File: config.mk
export PLATFORM = sky130hd
export DESIGN_NAME = register_file_8x32
export DESIGN_NICKNAME = d
export VERILOG_FILES = /design/src/rtl/register_file_8x32.sv
export SDC_FILE = /design/constraint.sdc
export NUM_CORES = 1
export LEC_CHECK = 0
export ABC_AREA = 1
export BUFFER_PORTS_ARGS = -buffer_cell sky130_fd_sc_hd__buf_2
export CAP_MARGIN = 20
export CORE_ASPECT_RATIO = 2
export CORE_MARGIN = 2
export CORE_UTILIZATION = 36
export DETAILED_ROUTE_END_ITERATION = 7
export HOLD_SLACK_MARGIN = 0.06
export PLACE_DENSITY_LB_ADDON = 0.1
export SLEW_MARGIN = 0
export SYNTH_ARGS = -nofsm -noshare
export SYNTH_HDL_FRONTEND = slang
export SYNTH_SLANG_ARGS = --single-unit
File: constraint.sdc
create_clock -name clk -period 3.6 [get_ports clk]
set_clock_uncertainty 0.2 [all_clocks]
set_input_delay 0.36 -clock clk [delete_from_list [all_inputs] [get_ports clk]]
set_output_delay 0.36 -clock clk [all_outputs]
set_load 0.02 [all_outputs]
File: src/rtl/register_file_8x32.sv
// register_file_8x32
//   Eight-entry x 32-bit register file for general-purpose datapath storage.
//   It has one synchronous write port and one combinational read port.
//   Storage is eight enable-gated registers. A one-hot decoder drives the
//   write enables, and an 8-to-1 multiplexer drives the read port.
//
// Ports
//   clk      in   1           rising-edge clock for all state
//   reset_n  in   1           synchronous active-low reset; clears every entry
//   we       in   1           write enable, active-high
//   wAddr    in   ADDR_WIDTH  write address
//   rAddr    in   ADDR_WIDTH  read address
//   wData    in   DATA_WIDTH  write data
//   rData    out  DATA_WIDTH  contents of entry rAddr (zero latency, no bypass)
module register_file_8x32 #(
  parameter int unsigned DATA_WIDTH = 32,
  parameter int unsigned ADDR_WIDTH = 3
) (
  input  logic                  clk,
  input  logic                  reset_n,
  input  logic                  we,
  input  logic [ADDR_WIDTH-1:0] wAddr,
  input  logic [ADDR_WIDTH-1:0] rAddr,
  input  logic [DATA_WIDTH-1:0] wData,
  output logic [DATA_WIDTH-1:0] rData
);

  localparam int unsigned Depth = 1 << ADDR_WIDTH;

  logic [DATA_WIDTH-1:0] regs_q [Depth];
  logic [DATA_WIDTH-1:0] regs_d [Depth];
  logic [Depth-1:0]      wr_en;

  // One-hot write-enable decoder; all zero when we is low.
  always_comb begin
    wr_en = '0;
    if (we) begin
      wr_en[wAddr] = 1'b1;
    end
  end

  // Reset takes priority over any write in the same cycle.
  always_comb begin
    for (int i = 0; i < Depth; i++) begin
      regs_d[i] = regs_q[i];
      if (!reset_n) begin
        regs_d[i] = '0;
      end else if (wr_en[i]) begin
        regs_d[i] = wData;
      end
    end
  end

  always_ff @(posedge clk) begin
    for (int i = 0; i < Depth; i++) begin
      regs_q[i] <= regs_d[i];
    end
  end

  // Read port has no bypass, so a same-address write is visible only after the edge.
  always_comb begin
    rData = regs_q[rAddr];
  end

endmodule

==> results of run 1 <==
-- layout make-up --
class                   instances  area share, %
flip-flops and latches        256           58.0
multi-input cells             590           18.7
inverters                     294           8.35
repair buffers                103           5.04
clock buffers                  26           4.43
well taps                     423           3.99
clock inverters                15           1.52
-- per-stage QoR --
| step | total power [mW] | area, sq um |
|---|---|---|
| after global routing | 7.33 | 13300 |
| after floorplan | 4.22 | 11500 |
| after global placement | 4.48 | 12400 |
| after CTS | 7.11 | 13300 |
| final | 7.01 | 13300 |
| after detailed placement | 4.49 | 12400 |
-- worst max-delay path, delay by kind of cell --
kind	cells	cell delay [ns]
buf+inv	3	1.02
simple gates	5	0.47
-- power breakdown --
part	switching, mW	internal (mW)
combinational	0.537	0.233
sequential	0.0611	3.58
clock	1.07	1.53
total	1.67	5.35
-- worst max path at each step --
stage                     cells past startpoint      from  slack (ns)       endpoint
after floorplan                               3  wAddr[0]        0.17   regs_q[0][0]
after global placement                        3   reset_n        1.16  regs_q[4][25]
after detailed placement                      8  rAddr[0]        1.16      rData[30]
after CTS                                     7  rAddr[1]        1.16      rData[15]
after global routing                          8  rAddr[0]        1.02      rData[30]
final                                         8  rAddr[0]        1.16      rData[30]
-- layout by cell type (no fill, tap or decap) --
| cell | count |
|---|---|
| clkinvlp_4 | 2 |
| nand3_1 | 128 |
| clkbuf_16 | 23 |
| clkinv_2 | 5 |
| inv_4 | 1 |
| clkbuf_1 | 3 |
| clkinv_1 | 3 |
| dlygate4sd3_1 | 9 |
| buf_4 | 19 |
| edfxtp_1 | 256 |
| buf_12 | 4 |
| o21ai_4 | 8 |
| nand2_1 | 454 |
| inv_1 | 292 |
| buf_2 | 71 |
| bufinv_16 | 5 |
| inv_2 | 1 |
-- routing by layer --
metal	vias up	part of all wire, %	GRT usage (%)
met1	3532	42	20.6
met2	113	52	30.0
met4	0	2.5	4.96
met3	33	3.4	1.82
met5	-	0	0
li1	3798	-	-
-- synth_stat cells (all sizes together) --
library cell / instances / area, sq um
nand2: 454 / 1700
inv: 294 / 1100
edfxtp: 256 / 7690
nand3: 128 / 641
buf: 40 / 280
clkbuf: 12 / 45.0
o21ai: 8 / 40.0
-- repair_timing --
| action | 4_1_cts | 5_1_grt |
|---|---|---|
| resized for setup | 0 | 0 |
| hold endpoints to repair | 67 | 0 |
| hold buffers | 9 | 0 |
-- cell families after synthesis --
logic type | Yosys count
compound gates | 8
flops | 256
simple gates | 582
buf+inv | 346
==> results.tsv, run 1 <==
stage	metric	value	unit
min_path	min_delay_worst_endpoint	regs_q[5][18]	
min_path	hold_path_class	in -> reg	
finish	final_cells	1707	
sta	fin_crit	2.44	ns
min_path	min_path_cells	3	
worst_setup_path	crit_type	in -> out	
finish	drive_gt1_share	10.8	%
pwr	ir_worst_vdd	274	uV
worst_setup_path	cpPeakStageDelay	0.72	ns
floorplanning	floorplan.die_area	33500	sq um
synthesis	ys_seq_area_share	66.8	%
finish	n_antenna_cell	0	
global_route	grt.total_usage	16.6	%
synthesis	synthAdderAreaFrac	0	%
synthesis	ys_warn_count	0	
synthesis	synth_cell_types	11	
cts	htreeDepth	1	
cts	clkTransAtPathRegs	0.07	ns
finish	post-route-util	42.0	%
finish	syn2layout_area_growth	15.2	%
global_route	grt_pass1_vias	7391	
cts	cts_buffers	23	
cts	clock_path_buffers	3	
sta	max_slew_margin	37.4	%
placement	dpl.cell_count	1657	
cts	cts.sink_count	256	
routing	ant_nets	0	
sta	fin_ws	1.16	ns
worst_setup_path	required	3.04	ns
synthesis	synth_nets	1233	
synthesis	synth_compound_area_share	0.348	%
global_route	grt_pass1_wl	41.8	mm
placement	dp_hpwl	14.7	mm
synthesis	yosys.area_share.simple	20.4	%
synthesis	avgSynthCellArea	9.65	sq um
finish	nFillCells	3139	
routing	wl_per_cell	15.7	um
finish	largest_register_ff_count	256	
routing	post-route-drc-count	0	
floorplanning	fp.dieH	257	um
finish	ff_latch_area	7690	sq um
status	status	complete, no violations	
pwr	power_density	529	nW/um^2
finish	regMostFlops	regs_q	
sta	slew_violations	0	
placement	io_buffer_count	72	
floorplanning	io_pins	73	
cts	cts_setup_buffers	0	
finish	multi_input_area	2470	sq um
routing	dr.pass1.iters	5	
sta	final.setup.tns	0	ns
global_route	grt-ovfl-total	0	
floorplanning	die_x	130	um
sta	final-hold-violation-count	0	
placement	place.gp.congestion	0.728	
run	drv_cap	0	
worst_setup_path	start_kind	input pin	
routing	vias	7476	
finish	fin_nets	1309	
worst_setup_path	path_max_fanout	81	
routing	avgViaCountPerCell	4.38	
routing	wirelength	26.8	mm
sta	rsz0062_at_grt	no	
synthesis	synth.cell_area	11500	sq um
worst_setup_path	endpoint_kind	primary output	
synthesis	ys_ff_latch	256	
worst_setup_path	worstPathCellList	buf_4 -> buf_4 -> nand2_1 -> nand3_1 -> nand2_1 -> nand2_1 -> nand2_1 -> buf_2	
sta	holdWs	0.0891	ns
global_route	antenna_found_initial	0	
synthesis	synth_top_family_by_area	simple AND/OR/NAND/NOR gates	
synthesis	synth_xor_area_share	0	%
synthesis	muxShareOfSynthArea	0	%
worst_setup_path	cp_common_cell	nand2_1	
sta	fmax	0.409	GHz
global_route	grt_max_degree	82	
cts	cts-root-buf	clkbuf_16	
pwr	p_leak	6.43	nW
cts	cts_tree	built	
floorplanning	initial_core_util	36.5	%
floorplanning	core_area	31500	sq um
worst_setup_path	cpMaxStageDelayCell	buf_4	
sta	setup_viol	0	
sta	worst_slew_pin_slew	0.939	ns
floorplanning	rows	92	
worst_setup_path	cp.arrival	1.88	ns
synthesis	syn-instance-count	1192	
finish	top_regs	regs_q x256	
sta	fin_crit_sh	67.9	%
placement	post-place-ws	1.16	ns
min_path	hp-start	wData[18]	
routing	first_iter_violations	394	
Note: power is estimated with default switching activity, not from simulation.
==> run 2: changes to the inputs <==
==> constraint.sdc (replaced) <==
create_clock -name clk -period 2.2 [get_ports clk]
set_clock_uncertainty 0.2 [all_clocks]
set_input_delay 0.22 -clock clk [delete_from_list [all_inputs] [get_ports clk]]
set_output_delay 0.22 -clock clk [all_outputs]
set_load 0.02 [all_outputs]
==> run 2 against run 1 <==
Critical path depth shrank 1. Die area is the same. Via count is 2.0% higher. Non-clock buffer count is 24 higher.
==> results.tsv, run 2 (same netlist as run 1, synthesis figures left out) <==
stage	metric	value	unit
floorplanning	io_pins	73	
run	drv_cap	0	
worst_setup_path	endpoint_kind	primary output	
pwr	ir_worst_vdd	435	uV
finish	n_antenna_cell	0	
routing	dr.pass1.iters	5	
cts	clock_path_buffers	3	
finish	top_regs	regs_q x256	
floorplanning	rows	92	
finish	final_cell_mix	nand2_1 (454), inv_1 (292), edfxtp_1 (256)	
finish	syn2layout_area_growth	18.2	%
finish	largest_register_ff_count	256	
placement	place.gp.congestion	0.726	
global_route	antenna_found_initial	0	
placement	io_buffer_count	72	
finish	regMostFlops	regs_q	
sta	fin_crit_sh	88.3	%
routing	wirelength	27.1	mm
global_route	grt_max_degree	69	
worst_setup_path	required	1.78	ns
floorplanning	core_area	31500	sq um
cts	cts_setup_buffers	0	
finish	final_cells	1733	
finish	fin_nets	1334	
placement	postPlaceCellArea	12500	sq um
sta	max_slew_margin	65.8	%
routing	ant_nets	0	
global_route	grt.total_usage	16.6	%
routing	post-route-drc-count	0	
sta	rsz0062_at_grt	no	
worst_setup_path	cp_common_cell	nand2_1	
pwr	power_density	837	nW/um^2
finish	post-route-util	43.1	%
worst_setup_path	cpMaxStageDelayCell	edfxtp_1	
cts	htreeDepth	1	
worst_setup_path	worstPathCellList	inv_1 -> nand2_1 -> nand3_1 -> nand2_1 -> nand2_1 -> nand2_1 -> buf_2	
sta	holdWs	0.0779	ns
cts	cts-root-buf	clkbuf_16	
finish	layout_commonest_cell	nand2_1	
sta	final-hold-violation-count	0	
min_path	min_path_cells	3	
cts	cts_buffers	24	
sta	slew_violations	0	
routing	avgViaCountPerCell	4.40	
placement	dp_hpwl	14.6	mm
min_path	hold_path_class	in -> reg	
floorplanning	initial_core_util	36.5	%
sta	fin_crit	1.94	ns
global_route	grt-ovfl-total	0	
finish	stdcell_area	13600	sq um
status	status	complete, no violations	
finish	nFillCells	3110	
finish	drive_gt1_share	10.6	%
worst_setup_path	cp.arrival	1.52	ns
pwr	p_leak	6.57	nW
routing	vias	7628	
global_route	grt_pass1_vias	7461	
routing	first_iter_violations	456	
routing	wl_per_cell	15.6	um
worst_setup_path	start_kind	register	
sta	final.setup.tns	0	ns
worst_setup_path	worstSetupPathDepth	7	
worst_setup_path	path_max_fanout	1	
floorplanning	fp.dieH	257	um
sta	setup_viol	0	
cts	clkTransAtPathRegs	0.06	ns
placement	dpl.cell_count	1658	
global_route	grt_pass1_wl	41.7	mm
worst_setup_path	crit_buf_inv	2	
sta	worst_slew_pin_slew	0.513	ns
cts	cts_tree	built	
worst_setup_path	cpPeakStageDelay	0.37	ns
cts	cts.sink_count	256	
sta	fmax	0.515	GHz
worst_setup_path	crit_type	reg -> out	
floorplanning	die_x	130	um
worst_setup_path	cp_top_family	flip-flops	
floorplanning	floorplan.die_area	33500	sq um
==> run 2: final timing paths <==
path,startpoint,endpoint
worst max-delay path,regs_q[2][29],rData[29]
worst min-delay path,reset_n,regs_q[4][2]
==> run 2: worst min-delay path, cell delays in order <==
cell and delay, ns:
buf_2 0.20, nand2_1 0.09, inv_1 0.09
==> run 2: layout make-up <==
| cell class | count | area (sq um) | area share, % |
|---|---|---|---|
| clock buffer | 30 | 644 | 4.74 |
| multi-input combinational | 590 | 2470 | 18.2 |
| inverter | 294 | 1110 | 8.14 |
| timing repair buffer | 127 | 1030 | 7.59 |
| clock inverter | 13 | 116 | 0.856 |
| sequential | 256 | 7690 | 56.6 |
| tap | 423 | 529 | 3.89 |
==> run 2: stage by stage <==
step / total power [mW] / worst slack (ns)
global route: 11.9 / 0.162
global placement: 7.37 / 0.401
finish: 11.4 / 0.257
floorplan: 6.90 / -0.243
CTS: 11.5 / 0.235
detailed placement: 7.38 / 0.414
==> run 2: repair_timing <==
item	in CTS	in global routing
resized for setup	0	0
hold buffers	32	0
endpoints found under the hold margin	256	0
endpoints found under the setup margin	0	0
==> run 2: routing by layer <==
| metal | vias to the layer above | track usage, % | wire length (um) |
|---|---|---|---|
| li1 | 3845 | - | - |
| met1 | 3581 | 20.1 | 11300 |
| met2 | 144 | 29.6 | 13900 |
| met3 | 58 | 1.56 | 844 |
| met4 | 0 | 6.86 | 1030 |
| met5 | - | 0 | 0 |
==> run 2: report_power, final <==
part | total, mW | leakage, nW | internal (mW) | switching, mW
combinational | 1.33 | 3.70 | 0.436 | 0.896
sequential | 5.95 | 2.50 | 5.86 | 0.0964
clock | 4.08 | 0.373 | 2.31 | 1.77
==> run 3: changes to the inputs <==
==> constraint.sdc (replaced) <==
create_clock -name clk -period 2.5 [get_ports clk]
set_clock_uncertainty 0.2 [all_clocks]
set_input_delay 0.25 -clock clk [delete_from_list [all_inputs] [get_ports clk]]
set_output_delay 0.25 -clock clk [all_outputs]
set_load 0.05 [all_outputs]
==> run 3 against run 2 <==
Die area unchanged. Hold slack improved by 0.017 ns. First-iteration DRC count decreased by 23%. Worst setup slack improved by 0.26 ns. Utilization increased by 0.26 points. Clock-buffer cell count decreased by 1. Via count decreased by 0.75%. Sequential power decreased by 12%.
==> results.tsv, run 3 (same netlist as run 1, synthesis figures left out) <==
stage	metric	value	unit
worst_setup_path	crit_type	reg -> out	
pwr	p_total	10.3	mW
routing	ant_nets	0	
cts	clock_path_buffers	3	
sta	final-hold-violation-count	0	
finish	final_cell_mix	nand2_1 (454), inv_1 (292), edfxtp_1 (256)	
status	status	complete, no violations	
sta	worst_slew_pin_slew	0.601	ns
finish	layout_commonest_cell	nand2_1	
run	drv_cap	0	
floorplanning	rows	92	
floorplanning	io_pins	73	
placement	dpl.cell_count	1666	
finish	syn2layout_area_growth	18.9	%
sta	fin_ws	0.517	ns
routing	post-route-drc-count	0	
worst_setup_path	start_kind	register	
finish	n_antenna_cell	0	
floorplanning	initial_core_util	36.5	%
sta	final.setup.tns	0	ns
pwr	ir_worst_vdd	589	uV
placement	io_buffer_count	72	
finish	post-route-util	43.3	%
cts	cts_resized	0	
finish	fin_nets	1341	
cts	cts.sink_count	256	
finish	final_cells	1739	
floorplanning	core_area	31500	sq um
placement	postPlaceCellArea	12600	sq um
worst_setup_path	required	2.05	ns
routing	vias	7571	
global_route	grt_max_degree	85	
min_path	hold_path_class	in -> reg	
cts	cts_buffers	24	
sta	fmax	0.504	GHz
finish	top_regs	regs_q x256	
sta	max_slew_margin	59.9	%
cts	cts-root-buf	clkbuf_16	
global_route	grt_pass1_vias	7553	
placement	place.gp.congestion	0.709	
cts	clkTransAtPathRegs	0.06	ns
routing	avgViaCountPerCell	4.35	
sta	rsz0062_at_grt	no	
cts	cts_tree	built	
routing	first_iter_violations	352	
floorplanning	floorplan.die_area	33500	sq um
pwr	power_density	753	nW/um^2
sta	fin_crit_sh	79.3	%
sta	setup_viol	0	
sta	holdWs	0.0949	ns
routing	wl_per_cell	15.4	um
finish	regMostFlops	regs_q	
worst_setup_path	endpoint_kind	primary output	
global_route	grt_pass1_wl	42.2	mm
global_route	grt-ovfl-total	0	
placement	post-place-ws	0.524	ns
finish	stdcell_area	13700	sq um
finish	nFillCells	3137	
cts	htreeDepth	1	
floorplanning	fp.dieH	257	um
global_route	grt.total_usage	16.6	%
placement	dp_hpwl	15.5	mm
global_route	antenna_found_initial	0	
sta	slew_violations	0	
worst_setup_path	path_max_fanout	1	
worst_setup_path	cp.arrival	1.53	ns
finish	drive_gt1_share	11.1	%
routing	wirelength	26.8	mm
finish	largest_register_ff_count	256	
pwr	p_leak	6.61	nW
sta	fin_crit	1.98	ns
floorplanning	die_x	130	um
routing	dr.pass1.iters	4	
[run 3: cell types whose count changed in the layout (fill, tap and decap cells not counted), sizes merged]
cell and change:
buf +8, bufinv +2, clkbuf -1, clkinv -1, dlygate4sd3 -1, inv -1
[run 3: final cells by class]
| cell class | count | area (sq um) | share of cell area, % |
|---|---|---|---|
| Tap cell | 423 | 529 | 3.87 |
| Multi-Input combinational cell | 590 | 2470 | 18.1 |
| Inverter | 294 | 1110 | 8.09 |
| Clock buffer | 29 | 641 | 4.69 |
| Clock inverter | 13 | 165 | 1.21 |
| Timing Repair Buffer | 134 | 1070 | 7.82 |
| Sequential cell | 256 | 7690 | 56.2 |
[run 3: layer usage]
metal  track usage, %  wire, um  vias to the layer above
li1                 -         -                     3868
met1             20.9     11400                     3562
met2             30.0     14000                      110
met3             1.73       853                       31
met4             4.64       563                        0
met5                0         0                        -
[run 3: final timing paths]
kind	to	slack (ns)	depth (start not counted)	start
setup / recovery	rData[4]	0.52	7	regs_q[7][4]
hold / removal	regs_q[7][29]	0.09	3	wData[29]
[run 3: where the power goes]
part	internal, mW	switching (mW)
Sequential	5.16	0.0858
Clock	2.23	1.50
Combinational	0.388	0.937
Total	7.78	2.52
[run 3: repair_timing]
action,CTS,global route
endpoints found under the hold margin,248,0
endpoints found under the setup margin,0,0
hold buffers,31,0
setup buffers,0,0
[run 3: worst max-delay path, cell delays in order (launching register included)]
cell	delay [ns]
edfxtp_1	0.32
inv_1	0.04
nand2_1	0.05
nand3_1	0.07
nand2_1	0.08
nand2_1	0.05
nand2_1	0.14
buf_2	0.28
